File: config.mk
export PLATFORM = sky130hd
export DESIGN_NAME = carry_save_resolver
export DESIGN_NICKNAME = d
export VERILOG_FILES = /design/src/rtl/carry_save_resolver_pkg.sv /design/src/rtl/carry_save_resolver_chunk.sv /design/src/rtl/carry_save_resolver.sv
export SDC_FILE = /design/constraint.sdc
export NUM_CORES = 1
export LEC_CHECK = 0
export CORE_ASPECT_RATIO = 1.25
export CORE_MARGIN = 4
export CORE_UTILIZATION = 50
export CTS_BUF_LIST = sky130_fd_sc_hd__clkbuf_4 sky130_fd_sc_hd__clkbuf_8 sky130_fd_sc_hd__clkbuf_16
export CTS_CLUSTER_DIAMETER = 50
export CTS_CLUSTER_SIZE = 30
export DETAILED_ROUTE_END_ITERATION = 10
export PLACE_DENSITY = 0.78
export SLEW_MARGIN = 20
export SYNTH_ARGS = -nofsm -noshare
export SYNTH_HDL_FRONTEND = slang
export SYNTH_SLANG_ARGS = --single-unit
File: constraint.sdc
create_clock -name clock -period 3 [get_ports clock]
set_input_delay 0.45 -clock clock [delete_from_list [all_inputs] [get_ports clock]]
set_output_delay 0.45 -clock clock [all_outputs]
set_load 0.03 [all_outputs]
File: src/rtl/carry_save_resolver_pkg.sv
`default_nettype none
// ============================================================================
// Module      : carry_save_resolver_pkg
// Description : Shared types and helpers for the carry-save resolver.
//               csr_state_t : controller states (IDLE / BUSY / DONE)
//               nchunk()    : number of CHUNK-bit slices covering WIDTH+2 bits
// Revision    : 1.0 - initial release
// ============================================================================
package carry_save_resolver_pkg;

    typedef enum logic [1:0] {
        IDLE = 2'd0,
        BUSY = 2'd1,
        DONE = 2'd2
    } csr_state_t;

    // The result is WIDTH+2 bits wide, so that is what the chunks must cover.
    function automatic int nchunk(input int width, input int chunk);
        return (width + 2) / chunk;
    endfunction

endpackage : carry_save_resolver_pkg
`default_nettype wire

File: src/rtl/carry_save_resolver_chunk.sv
`default_nettype none
// ============================================================================
// Module      : carry_save_resolver_chunk
// Description : Combinational CHUNK-bit adder slice with carry in / carry out.
//               Ports:
//                 a    in  CHUNK  addend slice
//                 b    in  CHUNK  addend slice
//                 cin  in  1      carry from the previous slice
//                 s    out CHUNK  sum slice
//                 cout out 1      carry into the next slice
// Revision    : 1.0 - initial release
// ============================================================================
module carry_save_resolver_chunk #(
    parameter int CHUNK = 4
) (
    input  logic [CHUNK-1:0] a,
    input  logic [CHUNK-1:0] b,
    input  logic             cin,
    output logic [CHUNK-1:0] s,
    output logic             cout
);

    logic [CHUNK:0] w_total;

    always_comb begin
        w_total = {1'b0, a} + {1'b0, b} + {{CHUNK{1'b0}}, cin};
    end

    assign s    = w_total[CHUNK-1:0];
    assign cout = w_total[CHUNK];

endmodule : carry_save_resolver_chunk
`default_nettype wire

File: src/rtl/carry_save_resolver.sv
`default_nettype none
// ============================================================================
// Module      : carry_save_resolver
// Description : Sequential carry-propagate stage turning a carry-save pair
//               into a binary value: out_result = in_sum + (in_carry << 1).
//               One CHUNK-bit slice is resolved per cycle through a single
//               time-multiplexed adder; the ripple carry lives in a flop.
//               Ports:
//                 clock      in   1        rising-edge clock
//                 reset      in   1        asynchronous, active-high
//                 in_valid   in   1        operand pair valid
//                 in_ready   out  1        block can accept an operand pair
//                 in_sum     in   WIDTH    CSA sum vector
//                 in_carry   in   WIDTH    CSA carry vector (weight 2^(i+1))
//                 out_valid  out  1        out_result valid
//                 out_ready  in   1        downstream accepts result
//                 out_result out  WIDTH+2  exact in_sum + 2*in_carry
// Revision    : 1.0 - initial release
// ============================================================================
module carry_save_resolver
    import carry_save_resolver_pkg::*;
#(
    parameter int WIDTH = 10,
    parameter int CHUNK = 4
) (
    input  logic               clock,
    input  logic               reset,
    input  logic               in_valid,
    output logic               in_ready,
    input  logic [WIDTH-1:0]   in_sum,
    input  logic [WIDTH-1:0]   in_carry,
    output logic               out_valid,
    input  logic               out_ready,
    output logic [WIDTH+1:0]   out_result
);

    localparam int RW     = WIDTH + 2;
    localparam int NCHUNK = nchunk(WIDTH, CHUNK);
    localparam int IDX_W  = (NCHUNK > 1) ? $clog2(NCHUNK) : 1;

    localparam logic [IDX_W-1:0] c_last_idx = IDX_W'(NCHUNK - 1);

    // Slices must tile the result exactly; anything else is a bad build.
    generate
        if ((RW % CHUNK) != 0) begin : g_bad_chunk
            $error("carry_save_resolver: (WIDTH+2) must be a multiple of CHUNK");
        end
    endgenerate

    csr_state_t         state_q,  state_d;
    logic [IDX_W-1:0]   idx_q,    idx_d;
    logic               cy_q,     cy_d;
    logic [RW-1:0]      a_q,      a_d;
    logic [RW-1:0]      b_q,      b_d;
    logic [RW-1:0]      result_q, result_d;

    logic [CHUNK-1:0]   w_a_sel;
    logic [CHUNK-1:0]   w_b_sel;
    logic [CHUNK-1:0]   w_s;
    logic               w_cout;

    // Pick the operand slice addressed by the chunk index.
    always_comb begin
        w_a_sel = '0;
        w_b_sel = '0;
        for (int k = 0; k < NCHUNK; k++) begin
            if (idx_q == IDX_W'(k)) begin
                w_a_sel = a_q[k*CHUNK +: CHUNK];
                w_b_sel = b_q[k*CHUNK +: CHUNK];
            end
        end
    end

    carry_save_resolver_chunk #(
        .CHUNK (CHUNK)
    ) u_chunk (
        .a    (w_a_sel),
        .b    (w_b_sel),
        .cin  (cy_q),
        .s    (w_s),
        .cout (w_cout)
    );

    // Next-state and datapath control.
    always_comb begin
        state_d  = state_q;
        idx_d    = idx_q;
        cy_d     = cy_q;
        a_d      = a_q;
        b_d      = b_q;
        result_d = result_q;

        case (state_q)
            IDLE: begin
                if (in_valid) begin
                    // The carry vector carries weight 2^(i+1): shift it left one.
                    a_d      = {2'b00, in_sum};
                    b_d      = {1'b0, in_carry, 1'b0};
                    result_d = '0;
                    idx_d    = '0;
                    cy_d     = 1'b0;
                    state_d  = BUSY;
                end
            end
            BUSY: begin
                for (int k = 0; k < NCHUNK; k++) begin
                    if (idx_q == IDX_W'(k)) begin
                        result_d[k*CHUNK +: CHUNK] = w_s;
                    end
                end
                cy_d  = w_cout;
                idx_d = idx_q + IDX_W'(1);
                if (idx_q == c_last_idx) begin
                    state_d = DONE;
                end
            end
            DONE: begin
                if (out_ready) begin
                    state_d = IDLE;
                end
            end
            default: begin
                state_d = IDLE;
            end
        endcase
    end

    always_ff @(posedge clock or posedge reset) begin
        if (reset) begin
            state_q  <= IDLE;
            idx_q    <= '0;
            cy_q     <= 1'b0;
            a_q      <= '0;
            b_q      <= '0;
            result_q <= '0;
        end else begin
            state_q  <= state_d;
            idx_q    <= idx_d;
            cy_q     <= cy_d;
            a_q      <= a_d;
            b_q      <= b_d;
            result_q <= result_d;
        end
    end

    assign in_ready   = (state_q == IDLE);
    assign out_valid  = (state_q == DONE);
    assign out_result = result_q;

    // 3*(2^WIDTH-1) always fits in WIDTH+2 bits, so the top slice never carries out.
    a_top_no_carry : assert property (
        @(posedge clock) disable iff (reset)
        ((state_q == BUSY) && (idx_q == c_last_idx)) |-> !w_cout
    );

endmodule : carry_save_resolver
`default_nettype wire
==> results of run 1 <==
==> Yosys cell counts, types with 5 or more instances <==
cell type,number
o2bb2ai_1,5
dfrtp_1,37
and3b_1,6
nand3b_1,8
a21oi_1,11
o21ai_0,7
nand2_1,71
ha_1,6
inv_1,8
buf_2,5
==> layer usage <==
layer	share of wire, %	vias to the layer above	GRT usage (%)	wire length, um
li1	-	737	-	-
met2	49	34	31.0	1830
met1	44	684	18.5	1670
met4	1.6	0	7.23	60
met5	0	-	0	0
met3	4.9	5	5.31	185
==> per-stage QoR <==
stage	instances	hold slack (ns)	setup slack (ns)	util [%]	instance area (um^2)
2_1_floorplan	199	0.437	0.552	-	1840
3_3_place_gp	269	0.458	0.488	63.4	2230
3_5_place_dp	269	0.460	0.392	63.4	2230
4_1_cts	277	0.478	0.372	65.8	2310
5_1_grt	277	0.505	0.132	65.8	2310
6_report	277	0.470	0.372	65.8	2310
==> registers in the layout, indices dropped and copies added (netlist names) <==
name        cells
a_q            10
b_q            10
cy_q            1
idx_q           2
out_result     12
state_q         2
==> cells in the final DEF, fill, tap and decap left out, types with 3 or more instances in the layout <==
cell type / instances
a21oi_1: 11
inv_1: 8
clkdlybuf4s50_1: 37
and3b_1: 6
a22o_1: 4
o2bb2ai_1: 5
ha_1: 6
nor2_1: 4
nand3b_1: 8
nand3_1: 4
dfrtp_1: 37
buf_4: 4
nand2_1: 71
nand2b_1: 3
o21ai_0: 7
clkbuf_8: 5
o31ai_1: 4
==> how the worst max path moves through the flow <==
| stage | startpoint | depth (start not counted) | to |
|---|---|---|---|
| floorplan | idx_q[1] | 12 | out_result[9] |
| global placement | idx_q[1] | 10 | out_result[9] |
| detailed placement | idx_q[1] | 11 | out_result[9] |
| finish | idx_q[1] | 11 | out_result[9] |
| global route | idx_q[1] | 11 | out_result[9] |
| CTS | idx_q[1] | 11 | out_result[9] |
==> worst max-delay path, cell delays in order (launching register included) <==
cell and delay, ns:
dfrtp_1 0.39, inv_1 0.08, ha_1 0.46, nand2_1 0.12
a21oi_1 0.14, a21oi_1 0.07, fa_1 0.38, inv_1 0.08
fa_1 0.45, nand2_1 0.08, o2bb2ai_1 0.07, a22o_1 0.18
==> final cells by class <==
type	instances	share of cell area, %
timing repair buffer	41	17.3
clock buffer	6	3.30
inverter	8	1.30
clock inverter	2	0.433
sequential	37	40.0
multi-input combinational	144	35.5
tap	39	2.11
==> where the power goes <==
group          internal (W)  leakage, nW  switching [W]
Combinational      0.000518        0.602       0.000726
Sequential         0.000711        0.472       0.000138
Clock              0.000170       0.0484       0.000171
==> cells by family after synthesis <==
| kind of cell | share of synthesized area, % |
|---|---|
| AO/OA/AOI/OAI | 12.3 |
| XOR/XNOR | 0.477 |
| adder cells (fa/ha/maj) | 6.27 |
| buffers and inverters | 4.84 |
| flip-flops | 50.4 |
| multiplexers | 0.545 |
| AND/OR/NAND/NOR | 25.1 |
==> out/results.ini, run 1 <==
[outcome]
status = completed

[sta]
fin_crit_ns = 2.63
maxSlewViolCount = 0
slew_headroom_pct = 46.3
skew_ns = 0.00364
tns_ns = 0
max_freq_mhz = 380
worst_pin_slew_ns = 0.806
hold_viol = 0
setup_viol = 0
rsz0062_at_grt = no
fin_crit_sh_pct = 87.6

[synthesis]
synth_area_leader_cell = dfrtp_1
yosysWarnings = 0
ys_seq_elements = 37
yosys.area.top_type_share_pct = 50.4
synth_cells = 199
postSynth.asyncResetShare_pct = 100
syn_area_um2 = 1840
synth_edf_count = 0
synth.top_cells.by_area = dfrtp_1, nand2_1, ha_1, nand3b_1, a21oi_1
ys.flop_type = dfrtp_1
synth_area_per_cell_um2 = 9.22
syn-num-nets = 231
synth.distinct_cells = 27
yosysSeqAreaShare_pct = 50.4

[final_layout]
fillerInstances = 311
multiInputGateArea_um2 = 821
register_area_um2 = 926
antenna_cells = 0
drive_gt1_share_pct = 5.46
area_growth_syn_to_layout_pct = 26.0
final_net_count = 269

[die]
initial_core_util_pct = 52.2
die_w_um = 62.2
top_level_ports = 38
fp-row-count = 24
dieArea_um2 = 4710
core-area_um2 = 3510
die_h_um = 75.7

[setup_path]
reg2reg_to = out_result[9]
cp-end-kind = register
r2r_start = idx_q[1]
reg2reg_slack_ns = 0.37
start_kind = register
worstPathArrival_ns = 2.81
worstPathRequired_ns = 3.18
path_class = reg -> reg
worstRegToRegCells = 11
critPathMaxFanout = 17

[run]
drv_cap = 0

[clock_tree]
cts_resized = 0
postCtsHoldBufs = 0
clkTransAtPathRegs_ns = 0.07
cts_sinks = 37
cts_root_buf = clkbuf_8
cts_inserted_buffers = 5
cts_setup_buffers = 0
cts_tree = yes
clock_path_buffers = 2
ctsHtreeMaxLevel = 2
clk_latency_ns = 0.29

[global_route]
grt_antenna_before_repair = 0
grt_start_max_net_pins = 25
grt_pass1_vias = 1425
overflow = 0
track_usage_pct = 17.0
grt_pass1_wl_um = 6220

[placed_design]
place_congestion = 0.845
hpwl_um = 2810
port_buffers = 37

[drt]
vias = 1460
finalWirelength_um = 3750
drt-wirelength-per-cell_um = 13.5
drt-initial-drc-count = 54
drt_pass1_iterations = 4
postRouteAntennaNets = 0
drc = 0
viasPerCell = 5.27

[worst_hold_path]
min_to = b_q[2]
worstHoldStart = b_q[2]
hold_depth = 2
hp-class = reg -> reg

[power]
total_power_w = 0.00243
p_per_area_nw_per_um2 = 1050
ir_drop_mv = 0.684
leakage_nw = 1.12

(Power assumes the default switching activity.)
==> inputs of run 2 (changes only) <==
--- a/config.mk
+++ b/config.mk
@@ -5,7 +5,6 @@
 export SDC_FILE = /design/constraint.sdc
 export NUM_CORES = 1
 export LEC_CHECK = 0
-export CORE_ASPECT_RATIO = 1.25
 export CORE_MARGIN = 4
 export CORE_UTILIZATION = 50
 export CTS_BUF_LIST = sky130_fd_sc_hd__clkbuf_4 sky130_fd_sc_hd__clkbuf_8 sky130_fd_sc_hd__clkbuf_16
==> run 2 against run 1 <==
Against the previous run:
- worst hold slack improved by 0.0098 ns
- worst setup slack got worse by 0.053 ns
- sequential power increased by 2.5%
- clock skew increased by 0.0039 ns
- largest cell class unchanged
- highest routed layer unchanged
==> out/results.ini, run 2 (synthesis results as in run 1) <==
[clock_tree]
ctsHtreeMaxLevel = 2  ; unchanged
cts_resized = 0  ; unchanged
clock_path_buffers = 2  ; unchanged
cts_inserted_buffers = 5  ; unchanged
cts_sinks = 37  ; unchanged
cts_root_buf = clkbuf_8
clk_latency_ns = 0.29  ; about the same
postCtsHoldBufs = 0  ; unchanged
clkTransAtPathRegs_ns = 0.07  ; about the same
cts_setup_buffers = 0  ; unchanged
cts_tree = yes

[sta]
max_freq_mhz = 373  ; -2.0%
hold_viol = 0  ; unchanged
skew_ns = 0.00753  ; +0.00389 ns
setup_viol = 0  ; unchanged
maxSlewViolCount = 0  ; unchanged
rsz0062_at_grt = no
hold_slack_ns = 0.480  ; +0.00976 ns
fin_crit_sh_pct = 89.4  ; +1.8 points
fin_crit_ns = 2.68  ; +0.0529 ns
worst_pin_slew_ns = 0.783  ; -0.0230 ns
tns_ns = 0  ; unchanged
slew_headroom_pct = 47.8  ; +1.5 points

[final_layout]
largest_reg_flops = 12  ; unchanged
final_common_cell = nand2_1
fin_util_pct = 68.0  ; +2.2 points
antenna_cells = 0  ; unchanged
final_net_count = 267  ; -0.74%
drive_gt1_share_pct = 4.66  ; -0.80 points
mostFrequentLayoutCells = nand2_1, dfrtp_1, clkdlybuf4s50_1
area_growth_syn_to_layout_pct = 27.5

[die]
dieArea_um2 = 4700  ; -0.12%
die_w_um = 68.6  ; +10%
fp-row-count = 21  ; -13%
die_h_um = 68.6  ; -9.4%
core-area_um2 = 3440  ; -2.0%
top_level_ports = 38  ; unchanged
initial_core_util_pct = 53.3  ; +1.1 points

[placed_design]
hpwl_um = 2730  ; -2.8%
place_congestion = 0.832  ; -1.5%
port_buffers = 37  ; unchanged

[drt]
vias = 1438  ; -1.5%
postRouteAntennaNets = 0  ; unchanged
drt-initial-drc-count = 70  ; +30%
finalWirelength_um = 3680  ; -1.9%
drc = 0  ; unchanged
drt_pass1_iterations = 4  ; unchanged
viasPerCell = 5.10  ; -3.3%
drt-wirelength-per-cell_um = 13.0  ; -3.6%

[worst_hold_path]
hp-class = reg -> reg

[run]
drv_cap = 0  ; unchanged

[setup_path]
reg2reg_to = out_result[10]
r2r_start = idx_q[0]
cp-end-kind = register
critPathMaxFanout = 16  ; -1
reg2reg_slack_ns = 0.32  ; -0.05 ns
crit_end = out_result[10]
worstPathRequired_ns = 3.17  ; about the same
worstRegToRegCells = 10  ; -1
start_kind = register
path_class = reg -> reg
critPathLaunch = idx_q[0]
worstPathArrival_ns = 2.85  ; +0.04 ns

[power]
p_per_area_nw_per_um2 = 1070  ; +2.1%
switchingPower_w = 0.00102  ; -1.4%
swShare_pct = 40.6  ; -1.9 points
clockPowerShare_pct = 17.9  ; +3.9 points
p_comb_share_pct = 47.4  ; -3.7 points
p_seq_share_pct = 34.6  ; -0.3 points
ir_drop_mv = 0.576  ; -16%
leakage_nw = 1.13  ; +0.32%
p_int_w = 0.00149  ; +6.8%
total_power_w = 0.00251  ; +3.3%

[global_route]
track_usage_pct = 17.6  ; +0.62 points
grt_antenna_before_repair = 0  ; unchanged
grt_start_max_net_pins = 25  ; unchanged
overflow = 0  ; unchanged
grt_pass1_vias = 1344  ; -5.7%
grt_pass1_wl_um = 6000  ; -3.6%

[outcome]
status = completed

-- run 2: cell types whose count changed in the layout (fill, tap and decap cells not counted) --
cell	previous run	this run
bufinv_16	0	1
clkinv_2	2	0
buf_4	4	2
clkbuf_8	5	6
-- run 2: worst min path at each step --
| stage | from | to | cells after the start | slack, ns |
|---|---|---|---|---|
| floorplan | b_q[4] | b_q[4] | 2 | 0.44 |
| global placement | b_q[9] | b_q[9] | 2 | 0.46 |
| detailed placement | b_q[9] | b_q[9] | 2 | 0.46 |
| CTS | b_q[9] | b_q[9] | 2 | 0.48 |
| global route | b_q[1] | b_q[1] | 2 | 0.51 |
| finish | b_q[1] | b_q[1] | 2 | 0.48 |
-- run 2: per-layer routing --
metal,part of all wire (%),GRT usage [%],up-vias
li1,-,-,735
met1,48,22.3,664
met2,46,27.2,31
met3,4.4,4.38,8
met4,2.4,10.4,0
met5,0,0,-
-- run 2: worst max-delay path: stages (launching register included) --
cell and delay, ns:
dfrtp_1 0.41, inv_1 0.09, ha_1 0.44, inv_1 0.15, and3_1 0.21, a21oi_1 0.17, fa_1 0.22, inv_1 0.05
fa_1 0.40, xnor2_1 0.30, o21ai_0 0.12
-- run 2: per-stage QoR --
stage / worst slack (ns) / area [um^2] / instances
3_3_place_gp: 0.395 / 2220 / 274
4_1_cts: 0.318 / 2340 / 282
3_5_place_dp: 0.336 / 2220 / 274
2_1_floorplan: 0.552 / 1840 / 199
6_report: 0.319 / 2340 / 282
5_1_grt: 0.0515 / 2340 / 282
-- run 2: area by class of cell --
class                   instances  area [um^2]
fillers                       280         1100
flip-flops and latches         37          926
multi-input cells             144          821
repair buffers                 39          385
clock buffers                   7         90.1
well taps                      46         57.6
clock inverters                 1         30.0
inverters                       8         30.0
-- run 2: power by group through the flow --
stage | clock [W] | combinational, W | sequential (W)
final | 0.000451 | 0.00119 | 0.000870
after global routing | 0.000474 | 0.00135 | 0.000899
after CTS | 0.000454 | 0.00120 | 0.000871
after detailed placement | 0 | 0.00120 | 0.000877
after global placement | 0 | 0.00118 | 0.000877
after floorplan | 0 | 0.000843 | 0.000902
==> inputs of run 3 (changes only) <==
--- a/config.mk
+++ b/config.mk
@@ -5,10 +5,10 @@
 export SDC_FILE = /design/constraint.sdc
 export NUM_CORES = 1
 export LEC_CHECK = 0
+export CORE_ASPECT_RATIO = 2
 export CORE_MARGIN = 4
 export CORE_UTILIZATION = 50
 export CTS_BUF_LIST = sky130_fd_sc_hd__clkbuf_4 sky130_fd_sc_hd__clkbuf_8 sky130_fd_sc_hd__clkbuf_16
-export CTS_CLUSTER_DIAMETER = 50
 export CTS_CLUSTER_SIZE = 30
 export DETAILED_ROUTE_END_ITERATION = 10
 export PLACE_DENSITY = 0.78
@@ -16,3 +16,4 @@
 export SYNTH_ARGS = -nofsm -noshare
 export SYNTH_HDL_FRONTEND = slang
 export SYNTH_SLANG_ARGS = --single-unit
+export TNS_END_PERCENT = 5
==> run 3 against run 2 <==
Against the previous run:
- non-clock buffer count up 3
- total power down 3.3%
- utilization down 0.33 points
- combinational power about the same
- clock skew down 0.0017 ns
- worst hold slack worse by 0.0034 ns
- cell area down 0.16%
- critical path depth unchanged
- clock power down 24%
- critical endpoint is now out_result[9]
- largest cell class unchanged
==> out/results.ini, run 3 (synthesis results as in run 1) <==
[final_layout]
final_net_count = 270  ; +1.1%
register_area_um2 = 926  ; unchanged
mostFrequentLayoutCells = nand2_1, dfrtp_1, clkdlybuf4s50_1
fin_util_pct = 67.6  ; -0.33 points
final_common_cell = nand2_1
antenna_cells = 0  ; unchanged
drive_gt1_share_pct = 5.86  ; +1.2 points
largest_reg_flops = 12  ; unchanged
area_growth_syn_to_layout_pct = 27.3
fillerInstances = 296  ; +5.7%
multiInputGateArea_um2 = 821  ; unchanged

[clock_tree]
cts_resized = 0  ; unchanged
cts_root_buf = clkbuf_8
ctsHtreeMaxLevel = 2  ; unchanged
cts_inserted_buffers = 5  ; unchanged
cts_setup_buffers = 0  ; unchanged
clk_latency_ns = 0.28  ; about the same
postCtsHoldBufs = 0  ; unchanged
cts_sinks = 37  ; unchanged
clkTransAtPathRegs_ns = 0.07  ; about the same
clock_path_buffers = 2  ; unchanged
cts_tree = yes

[sta]
setup_viol = 0  ; unchanged
fin_crit_ns = 2.58  ; -0.103 ns
tns_ns = 0  ; unchanged
hold_viol = 0  ; unchanged
worst_pin_slew_ns = 0.837  ; +0.0546 ns
fin_crit_sh_pct = 86.0  ; -3.4 points
slew_headroom_pct = 44.1  ; -3.7 points
rsz0062_at_grt = no
max_freq_mhz = 388  ; +4.0%
skew_ns = 0.00581  ; -0.00172 ns
maxSlewViolCount = 0  ; unchanged

[power]
ir_drop_mv = 0.544  ; -5.5%
p_int_w = 0.00142  ; -4.8%
p_seq_share_pct = 36.0  ; +1.4 points
p_comb_share_pct = 49.9  ; +2.5 points
leakage_nw = 1.13  ; +0.25%
swShare_pct = 41.5  ; +0.90 points
clockPowerShare_pct = 14.1  ; -3.8 points
switchingPower_w = 0.00101  ; -1.2%
p_per_area_nw_per_um2 = 1040  ; -3.2%

[setup_path]
worstPathArrival_ns = 2.75  ; -0.10 ns
start_kind = register
cp-end-kind = register
path_class = reg -> reg
worstPathRequired_ns = 3.17  ; about the same
critPathMaxFanout = 17  ; +1

[die]
dieArea_um2 = 4760  ; +1.2%
top_level_ports = 38  ; unchanged
die_w_um = 50.8  ; -26%
die_h_um = 93.7  ; +37%
initial_core_util_pct = 53.2  ; -0.17 points
core-area_um2 = 3450  ; +0.33%
fp-row-count = 30  ; +43%

[drt]
drt-initial-drc-count = 13  ; -81%
postRouteAntennaNets = 0  ; unchanged
drt-wirelength-per-cell_um = 13.0  ; about the same
vias = 1461  ; +1.6%
drc = 0  ; unchanged
drt_pass1_iterations = 4  ; unchanged
viasPerCell = 5.09  ; -0.17%
finalWirelength_um = 3740  ; +1.9%

[global_route]
grt_pass1_vias = 1436  ; +6.8%
grt_start_max_net_pins = 25  ; unchanged
grt_antenna_before_repair = 0  ; unchanged
overflow = 0  ; unchanged
grt_pass1_wl_um = 6440  ; +7.4%
track_usage_pct = 18.2  ; +0.56 points

[worst_hold_path]
hp-class = reg -> reg

[run]
drv_cap = 0  ; unchanged

[placed_design]
port_buffers = 37  ; unchanged
place_congestion = 0.831  ; -0.18%
hpwl_um = 2900  ; +6.0%

[outcome]
status = completed

-- run 3: cell count changes in the layout (fill, tap and decap cells not counted), sizes merged --
cell,previous run,this run
clkbuf,7,8
buf,2,5
bufinv,1,0
-- run 3: path summary, 6_finish.rpt --
path | slack, ns | startpoint | cells past startpoint | end
setup / recovery | 0.42 | idx_q[0] | 10 | out_result[9]
hold / removal | 0.48 | b_q[2] | 2 | b_q[2]
setup reg to reg | 0.42 | idx_q[0] | 10 | out_result[9]
min in group asynchronous | 0.63 | reset | 2 | a_q[4]
hold reg to reg | 0.48 | b_q[2] | 2 | b_q[2]
max in group asynchronous | 1.73 | reset | 3 | b_q[8]
-- run 3: layout make-up --
cell class | count | area share (%)
sequential | 37 | 39.6
timing repair buffer | 42 | 17.5
tap | 48 | 2.57
inverter | 8 | 1.29
clock buffer | 8 | 3.91
multi-input combinational | 144 | 35.1
-- run 3: power by group through the flow --
stage	logic [W]	registers (W)	clock network, W
after floorplan	0.000843	0.000902	0
after global placement	0.00121	0.000877	0
after detailed placement	0.00122	0.000887	0
after CTS	0.00123	0.000876	0.000357
after global routing	0.00137	0.000908	0.000374
final	0.00121	0.000876	0.000342
-- run 3: stage by stage --
| stage | instances | instance area (um^2) | total power (W) | hold slack (ns) | worst slack, ns |
|---|---|---|---|---|---|
| 2_1_floorplan | 199 | 1840 | 0.00174 | 0.437 | 0.552 |
| 3_3_place_gp | 279 | 2240 | 0.00208 | 0.457 | 0.482 |
| 3_5_place_dp | 279 | 2240 | 0.00211 | 0.463 | 0.420 |
| 4_1_cts | 287 | 2340 | 0.00246 | 0.481 | 0.396 |
| 5_1_grt | 287 | 2340 | 0.00265 | 0.498 | 0.184 |
| 6_report | 287 | 2340 | 0.00243 | 0.476 | 0.421 |
-- run 3: per-layer routing --
layer  up-vias  part of all wire (%)  GRT usage [%]
met5         -                     0              0
met4         0                   3.2           8.99
met3         9                   4.4           4.13
met2        34                    54           32.5
met1       679                    38           19.5
li1        739                     -              -
-- run 3: critical path, cell delays in order (launching register included) --
cell and delay (ns):
dfrtp_1 0.41, ha_1 0.37, nand3b_1 0.23, a21oi_1 0.15, a21oi_1 0.07, fa_1 0.38
inv_1 0.08, fa_1 0.45, nand2_1 0.08, o2bb2ai_1 0.06, a22o_1 0.18
